$ cat src/rtl/imem_loader.sv
// UART boot loader: receives a framed program image, writes it to instruction
// memory from address 0, and releases the CPU reset once the checksum matches.
module imem_loader #(
  parameter int CLKS_PER_BIT  = 434,
  parameter int PC_ADDR_WIDTH = 8,
  parameter int WORD_WIDTH    = 32
) (
  input  logic                     clk,
  input  logic                     reset,
  input  logic                     rx,
  output logic                     wr_en,
  output logic [PC_ADDR_WIDTH-1:0] wr_addr,
  output logic [WORD_WIDTH-1:0]    wr_data,
  output logic                     cpu_reset,
  output logic                     done,
  output logic                     err
);
  // state   | meaning
  // R_IDLE  | line idle, waiting for a falling edge
  // R_START | timing to mid start bit, rejecting glitches
  // R_DATA  | sampling 8 data bits, LSB first
  // R_STOP  | sampling stop bit; after a framing error, waiting for line high
  // F_SYNC  | discarding bytes until 0xA5
  // F_LEN   | expecting word count N (0 is an error)
  // F_DATA  | assembling big-endian words and writing them
  // F_CSUM  | comparing the XOR checksum byte
  // F_DONE  | image loaded, CPU released
  // F_ERR   | load failed, CPU held
  localparam int CW = $clog2(CLKS_PER_BIT);
  localparam logic [CW-1:0] BIT_LAST  = CW'(CLKS_PER_BIT - 1);
  localparam logic [CW-1:0] HALF_LAST = CW'(CLKS_PER_BIT / 2 - 1);
  localparam logic [7:0]    SYNC_BYTE = 8'hA5;

  typedef enum logic [1:0] {R_IDLE, R_START, R_DATA, R_STOP} rx_state_e;
  typedef enum logic [2:0] {F_SYNC, F_LEN, F_DATA, F_CSUM, F_DONE, F_ERR} fr_state_e;

  logic rx_s1_q, rx_s2_q, rx_prev_q;

  rx_state_e         rstate_q, rstate_d;
  logic [CW-1:0]     cnt_q, cnt_d;
  logic [2:0]        bit_idx_q, bit_idx_d;
  logic [7:0]        shreg_q, shreg_d;
  logic              brk_q, brk_d;
  logic              byte_valid_q, byte_valid_d;
  logic              rx_ferr;

  fr_state_e                 fstate_q, fstate_d;
  logic [7:0]                words_left_q, words_left_d;
  logic [1:0]                byte_idx_q, byte_idx_d;
  logic [7:0]                csum_q, csum_d;
  logic [WORD_WIDTH-9:0]     word_q, word_d;
  logic [PC_ADDR_WIDTH-1:0]  addr_q, addr_d;
  logic                      wr_en_q, wr_en_d;
  logic [PC_ADDR_WIDTH-1:0]  wr_addr_q, wr_addr_d;
  logic [WORD_WIDTH-1:0]     wr_data_q, wr_data_d;

  always_comb begin
    rstate_d     = rstate_q;
    cnt_d        = cnt_q;
    bit_idx_d    = bit_idx_q;
    shreg_d      = shreg_q;
    brk_d        = brk_q;
    byte_valid_d = 1'b0;
    rx_ferr      = 1'b0;
    case (rstate_q)
      R_IDLE: begin
        if (rx_prev_q && !rx_s2_q) begin
          rstate_d = R_START;
          cnt_d    = HALF_LAST;
        end
      end
      R_START: begin
        if (cnt_q == '0) begin
          if (rx_s2_q) begin
            rstate_d = R_IDLE;
          end else begin
            rstate_d  = R_DATA;
            cnt_d     = BIT_LAST;
            bit_idx_d = '0;
          end
        end else begin
          cnt_d = cnt_q - 1'b1;
        end
      end
      R_DATA: begin
        if (cnt_q == '0) begin
          shreg_d   = {rx_s2_q, shreg_q[7:1]};
          cnt_d     = BIT_LAST;
          bit_idx_d = bit_idx_q + 1'b1;
          if (bit_idx_q == 3'd7) rstate_d = R_STOP;
        end else begin
          cnt_d = cnt_q - 1'b1;
        end
      end
      R_STOP: begin
        if (brk_q) begin
          if (rx_s2_q) begin
            brk_d    = 1'b0;
            rstate_d = R_IDLE;
          end
        end else if (cnt_q == '0) begin
          if (rx_s2_q) begin
            byte_valid_d = 1'b1;
            rstate_d     = R_IDLE;
          end else begin
            rx_ferr = 1'b1;
            brk_d   = 1'b1;
          end
        end else begin
          cnt_d = cnt_q - 1'b1;
        end
      end
      default: rstate_d = R_IDLE;
    endcase
  end

  // Framing errors act in the same cycle as the failed stop sample.
  always_comb begin
    fstate_d     = fstate_q;
    words_left_d = words_left_q;
    byte_idx_d   = byte_idx_q;
    csum_d       = csum_q;
    word_d       = word_q;
    addr_d       = addr_q;
    wr_en_d      = 1'b0;
    wr_addr_d    = wr_addr_q;
    wr_data_d    = wr_data_q;
    if (rx_ferr && fstate_q != F_DONE) begin
      fstate_d = F_ERR;
    end else if (byte_valid_q) begin
      case (fstate_q)
        F_SYNC: if (shreg_q == SYNC_BYTE) fstate_d = F_LEN;
        F_LEN: begin
          if (shreg_q == 8'd0) begin
            fstate_d = F_ERR;
          end else begin
            words_left_d = shreg_q;
            byte_idx_d   = '0;
            csum_d       = '0;
            addr_d       = '0;
            fstate_d     = F_DATA;
          end
        end
        F_DATA: begin
          word_d     = {word_q[WORD_WIDTH-17:0], shreg_q};
          csum_d     = csum_q ^ shreg_q;
          byte_idx_d = byte_idx_q + 1'b1;
          if (byte_idx_q == 2'd3) begin
            wr_en_d      = 1'b1;
            wr_addr_d    = addr_q;
            wr_data_d    = {word_q, shreg_q};
            addr_d       = addr_q + 1'b1;
            words_left_d = words_left_q - 1'b1;
            if (words_left_q == 8'd1) fstate_d = F_CSUM;
          end
        end
        F_CSUM: fstate_d = (shreg_q == csum_q) ? F_DONE : F_ERR;
        F_DONE, F_ERR: if (shreg_q == SYNC_BYTE) fstate_d = F_LEN;
        default: fstate_d = F_SYNC;
      endcase
    end
  end

  always_ff @(posedge clk) begin
    if (!reset) begin
      rx_s1_q      <= 1'b1;
      rx_s2_q      <= 1'b1;
      rx_prev_q    <= 1'b1;
      rstate_q     <= R_IDLE;
      cnt_q        <= '0;
      bit_idx_q    <= '0;
      shreg_q      <= '0;
      brk_q        <= 1'b0;
      byte_valid_q <= 1'b0;
      fstate_q     <= F_SYNC;
      words_left_q <= '0;
      byte_idx_q   <= '0;
      csum_q       <= '0;
      word_q       <= '0;
      addr_q       <= '0;
      wr_en_q      <= 1'b0;
      wr_addr_q    <= '0;
      wr_data_q    <= '0;
    end else begin
      rx_s1_q      <= rx;
      rx_s2_q      <= rx_s1_q;
      rx_prev_q    <= rx_s2_q;
      rstate_q     <= rstate_d;
      cnt_q        <= cnt_d;
      bit_idx_q    <= bit_idx_d;
      shreg_q      <= shreg_d;
      brk_q        <= brk_d;
      byte_valid_q <= byte_valid_d;
      fstate_q     <= fstate_d;
      words_left_q <= words_left_d;
      byte_idx_q   <= byte_idx_d;
      csum_q       <= csum_d;
      word_q       <= word_d;
      addr_q       <= addr_d;
      wr_en_q      <= wr_en_d;
      wr_addr_q    <= wr_addr_d;
      wr_data_q    <= wr_data_d;
    end
  end

  assign wr_en     = wr_en_q;
  assign wr_addr   = wr_addr_q;
  assign wr_data   = wr_data_q;
  assign done      = (fstate_q == F_DONE);
  assign cpu_reset = (fstate_q == F_DONE);
  assign err       = (fstate_q == F_ERR);
endmodule

$ cat config.mk
export PLATFORM = sky130hd
export DESIGN_NAME = imem_loader
export DESIGN_NICKNAME = d
export VERILOG_FILES = /design/src/rtl/imem_loader.sv
export SDC_FILE = /design/constraint.sdc
export NUM_CORES = 1
export LEC_CHECK = 0
export BUFFER_PORTS_ARGS = -buffer_cell sky130_fd_sc_hd__buf_2
export CAP_MARGIN = 10
export CORE_MARGIN = 3
export CORE_UTILIZATION = 56
export CTS_BUF_LIST = sky130_fd_sc_hd__clkbuf_2
export DETAILED_ROUTE_END_ITERATION = 6
export PLACE_DENSITY = 0.79
export SLEW_MARGIN = 20
export SYNTH_ARGS = -nofsm -noshare
export SYNTH_HDL_FRONTEND = slang
export SYNTH_SLANG_ARGS = --single-unit
$ cat constraint.sdc
create_clock -name clk -period 1.8 [get_ports clk]
set_input_delay 0.09 -clock clk [delete_from_list [all_inputs] [get_ports clk]]
set_output_delay 0.09 -clock clk [all_outputs]
set_load 0.1 [all_outputs]
==> qor.txt <==
Mapped Nets = 677
Power per Cell Area = 807 mW/mm²
via count = 6037
chip width = 104 µm
Post-synth top flop = dfxtp_1
Clock Latency Late Sink = 0.74 ns
crit-path max FO = 5
Netlist cell types = 58
row count = 34
Die ar. = 0.0107 mm²
CP Launch Type = register
Post-DP HPWL = 8620 µm
area grow syn2layout = 41.4%
TritonCTS clock tree = yes
failing checks = setup timing
vias per inst = 6.55
initial antenna violation count = 0
Num CTS Buffers = 17
grt ovf = 0
Pint = 4.08 mW
clock root buffer = clkbuf_2
CP required = 2.45 ns
dpl ws = -0.211 ns
Slew headroom = 0.637
setup violators final = 119
1st-iter DRT viols = 916
remaining antenna violation count = 0
largest net degree at the start of global routing = 45
slowest CP cell = dfxtp_4
H-tree depth = 4
Crit Path Class = reg -> reg
Seq/Total Area, Yosys = 0.454
clock sink count = 121
TritonRoute pass-1 iters = 7
leakage = 3.05 nW
GP Congestion = 0.890
first-pass GRT wire length = 26000 µm
Register-to-Register Path Depth = 9
share of layout cells above drive strength 1 = 0.397
Post-Syn Area = 0.00534 mm²
Total GRT Usage = 0.295
switch share = 0.330
most used cell, CP = buf_12
Post-Syn Instances = 662
critical-path cell list = ha_4 -> nor3b_2 -> a41oi_4 -> and3_4 -> buf_12 -> buf_12 -> buf_16 -> mux2i_2 -> nor2_1
register share of total power = 0.455
status = finished, violations left
core box area = 0.00898 mm²
placed inst area = 0.00609 mm²
actual slew at the worst max-slew pin = 0.541 ns
crit-path max cell delay = 0.43 ns
RSZ-0062 raised after global routing = yes
count of input and output buffers = 46
hold path depth = 4
drt wl/cell = 22.1 µm
Worst setup EP type = register
combinational share of power = 0.234
Max Freq = 473 MHz
number of global-route vias before repair = 5361
Peak supply drop = 0.000511 V
Synth Warn # = 0
worst setup margin = -0.313 ns
Total Power = 6.09 mW
Initial Util = 0.595
MaxCap Viol Count = 0
Hold Fails Final Rpt = 0
DRC viols = 0
Period minus WS final = 2.11 ns
Synth Register Bits = 121
nets@finish = 798
Mean Syn Cell Area = 8.06 µm²
Worst EP arrival = 2.76 ns
clk_skew = 0.0275 ns
max-slew violations = 0
Worst-path clk slew = 0.20 ns
final std cell area, no fill = 0.00755 mm²
Switch Pwr = 2.01 mW
worst hold path type = in -> reg
Ports = 47
Clock power frac = 0.312
WL final = 20400 µm
number of synthesized flops with an enable pin = 0
Final Cycle Share = 1.17
Clock Tree Buf Depth = 2
# diodes = 0
Die Height = 104 µm
async set-reset flop share out of synthesis = 0
-- layout by cell type, fill, tap and decap left out, types with 6 or more instances in the layout --
cell type / n
a21oi_2: 42
nor2_1: 42
o211ai_1: 6
clkbuf_2: 17
dfxtp_1: 114
mux2i_1: 9
inv_1: 7
nor3_1: 8
buf_6: 19
inv_6: 6
nand2b_1: 6
ha_1: 7
o21ai_0: 16
buf_4: 66
nand2_1: 127
o21ai_2: 7
a21oi_1: 63
nand3_1: 8
o21ai_1: 13
buf_12: 12
buf_2: 43
nand2_2: 9
xnor2_1: 8
nand2_4: 16
-- power by group through the flow --
stage | Sequential, mW | Combinational (mW) | Clock, mW
detailed placement | 2.81 | 0.793 | 0
floorplan | 2.82 | 0.466 | 0
global placement | 2.81 | 0.782 | 0
CTS | 2.76 | 1.06 | 1.84
finish | 2.77 | 1.42 | 1.90
global route | 2.77 | 1.48 | 1.99
-- metal layers --
metal	global-route usage	vias up	part of all wire
met5	0	-	0
met4	0.140	0	0.061
met3	0.0715	165	0.12
met2	0.496	544	0.46
met1	0.357	2810	0.36
li1	-	2518	-
-- stage by stage --
stage | cells | util | hold WS (ns) | TNS [ns]
floorplan | 662 | - | 0.191 | -0.0151
global placement | 851 | 0.679 | 0.276 | -2.75
detailed placement | 851 | 0.679 | 0.286 | -8.67
CTS | 915 | 0.767 | 0.227 | -2.42
global route | 922 | 0.841 | 0.240 | -21.41
finish | 922 | 0.841 | 0.290 | -17.98
-- final timing paths --
kind | start | endpoint | slack (ns)
max | register | addr_q[0]$_SDFFE_PN0P_ | -0.31
min | reset | bit_idx_q[1]$_SDFFE_PN0P_ | 0.29
max reg2reg | register | addr_q[0]$_SDFFE_PN0P_ | -0.31
min reg2reg | rx_s1_q$_SDFF_PN1_ | rx_s2_q$_SDFF_PN1_ | 0.43
-- cells by family (layout without fill, tap and decap cells) --
kind of cell,count (synthesis),count (layout),share of synthesized area
fa+ha+maj,12,12,0.0281
simple gates,266,266,0.231
compound gates,181,181,0.197
flops,121,121,0.454
xor+xnor,9,9,0.0148
mux,11,11,0.0206
buf+inv,62,196,0.0549
-- cells in the mapped netlist (all sizes together) (5+ instances only) --
library cell	instances	area, µm²
mux2i	11	110
clkbuf	30	113
nand2b	6	37.5
a21oi	107	536
dfxtp	121	2420
nor2	44	165
nand4	5	31.3
buf	20	135
nor3	11	55.1
nor4	5	52.6
nand3	9	50.1
o211ai	7	57.6
nand2	153	577
inv	11	41.3
xnor2	8	70.1
ha	12	150
o21ai	36	180
-- timing repair --
item                                    CTS  global route
gates cloned                              6             4
buffers inserted                         24             6
resized for setup                        59           151
hold buffers                              3             0
endpoints found under the hold margin   120             0
endpoints found under the setup margin  116           118
pin swaps                                27            67
-- sequential cells by signal (all words and copies together), names as in the netlist, named ones only --
| name | cells |
|---|---|
| cnt_q | 9 |
| rx_prev_q | 1 |
| rx_s2_q | 1 |
| wr_data | 32 |
| csum_q | 8 |
| rx_s1_q | 1 |
| shreg_q | 8 |
| addr_q | 8 |
| byte_idx_q | 2 |
| fstate_q | 3 |
| brk_q | 1 |
| rstate_q | 1 |
| word_q | 24 |
| byte_valid_q | 1 |
| bit_idx_q | 3 |
| wr_addr | 8 |
| words_left_q | 8 |
| wr_en | 1 |
-- critical path: cells and delay by family (launching register included) --
family,cells,cell delay [ns]
AOI/OAI and AO/OA,1,0.21
adders and majority gates,1,0.18
buffers and inverters,3,0.38
DFF,1,0.43
muxes,1,0.15
and+or+nand+nor,3,0.68
-- layout make-up --
class	instances	area [µm²]
Multi-Input combinational cell	479	3230
Sequential cell	121	2440
Fill cell	419	1430
Timing Repair Buffer	152	1420
Clock inverter	15	165
Tap cell	126	158
Clock buffer	17	85.1
Inverter	12	48.8
Note: power is estimated with default switching activity, not from simulation.
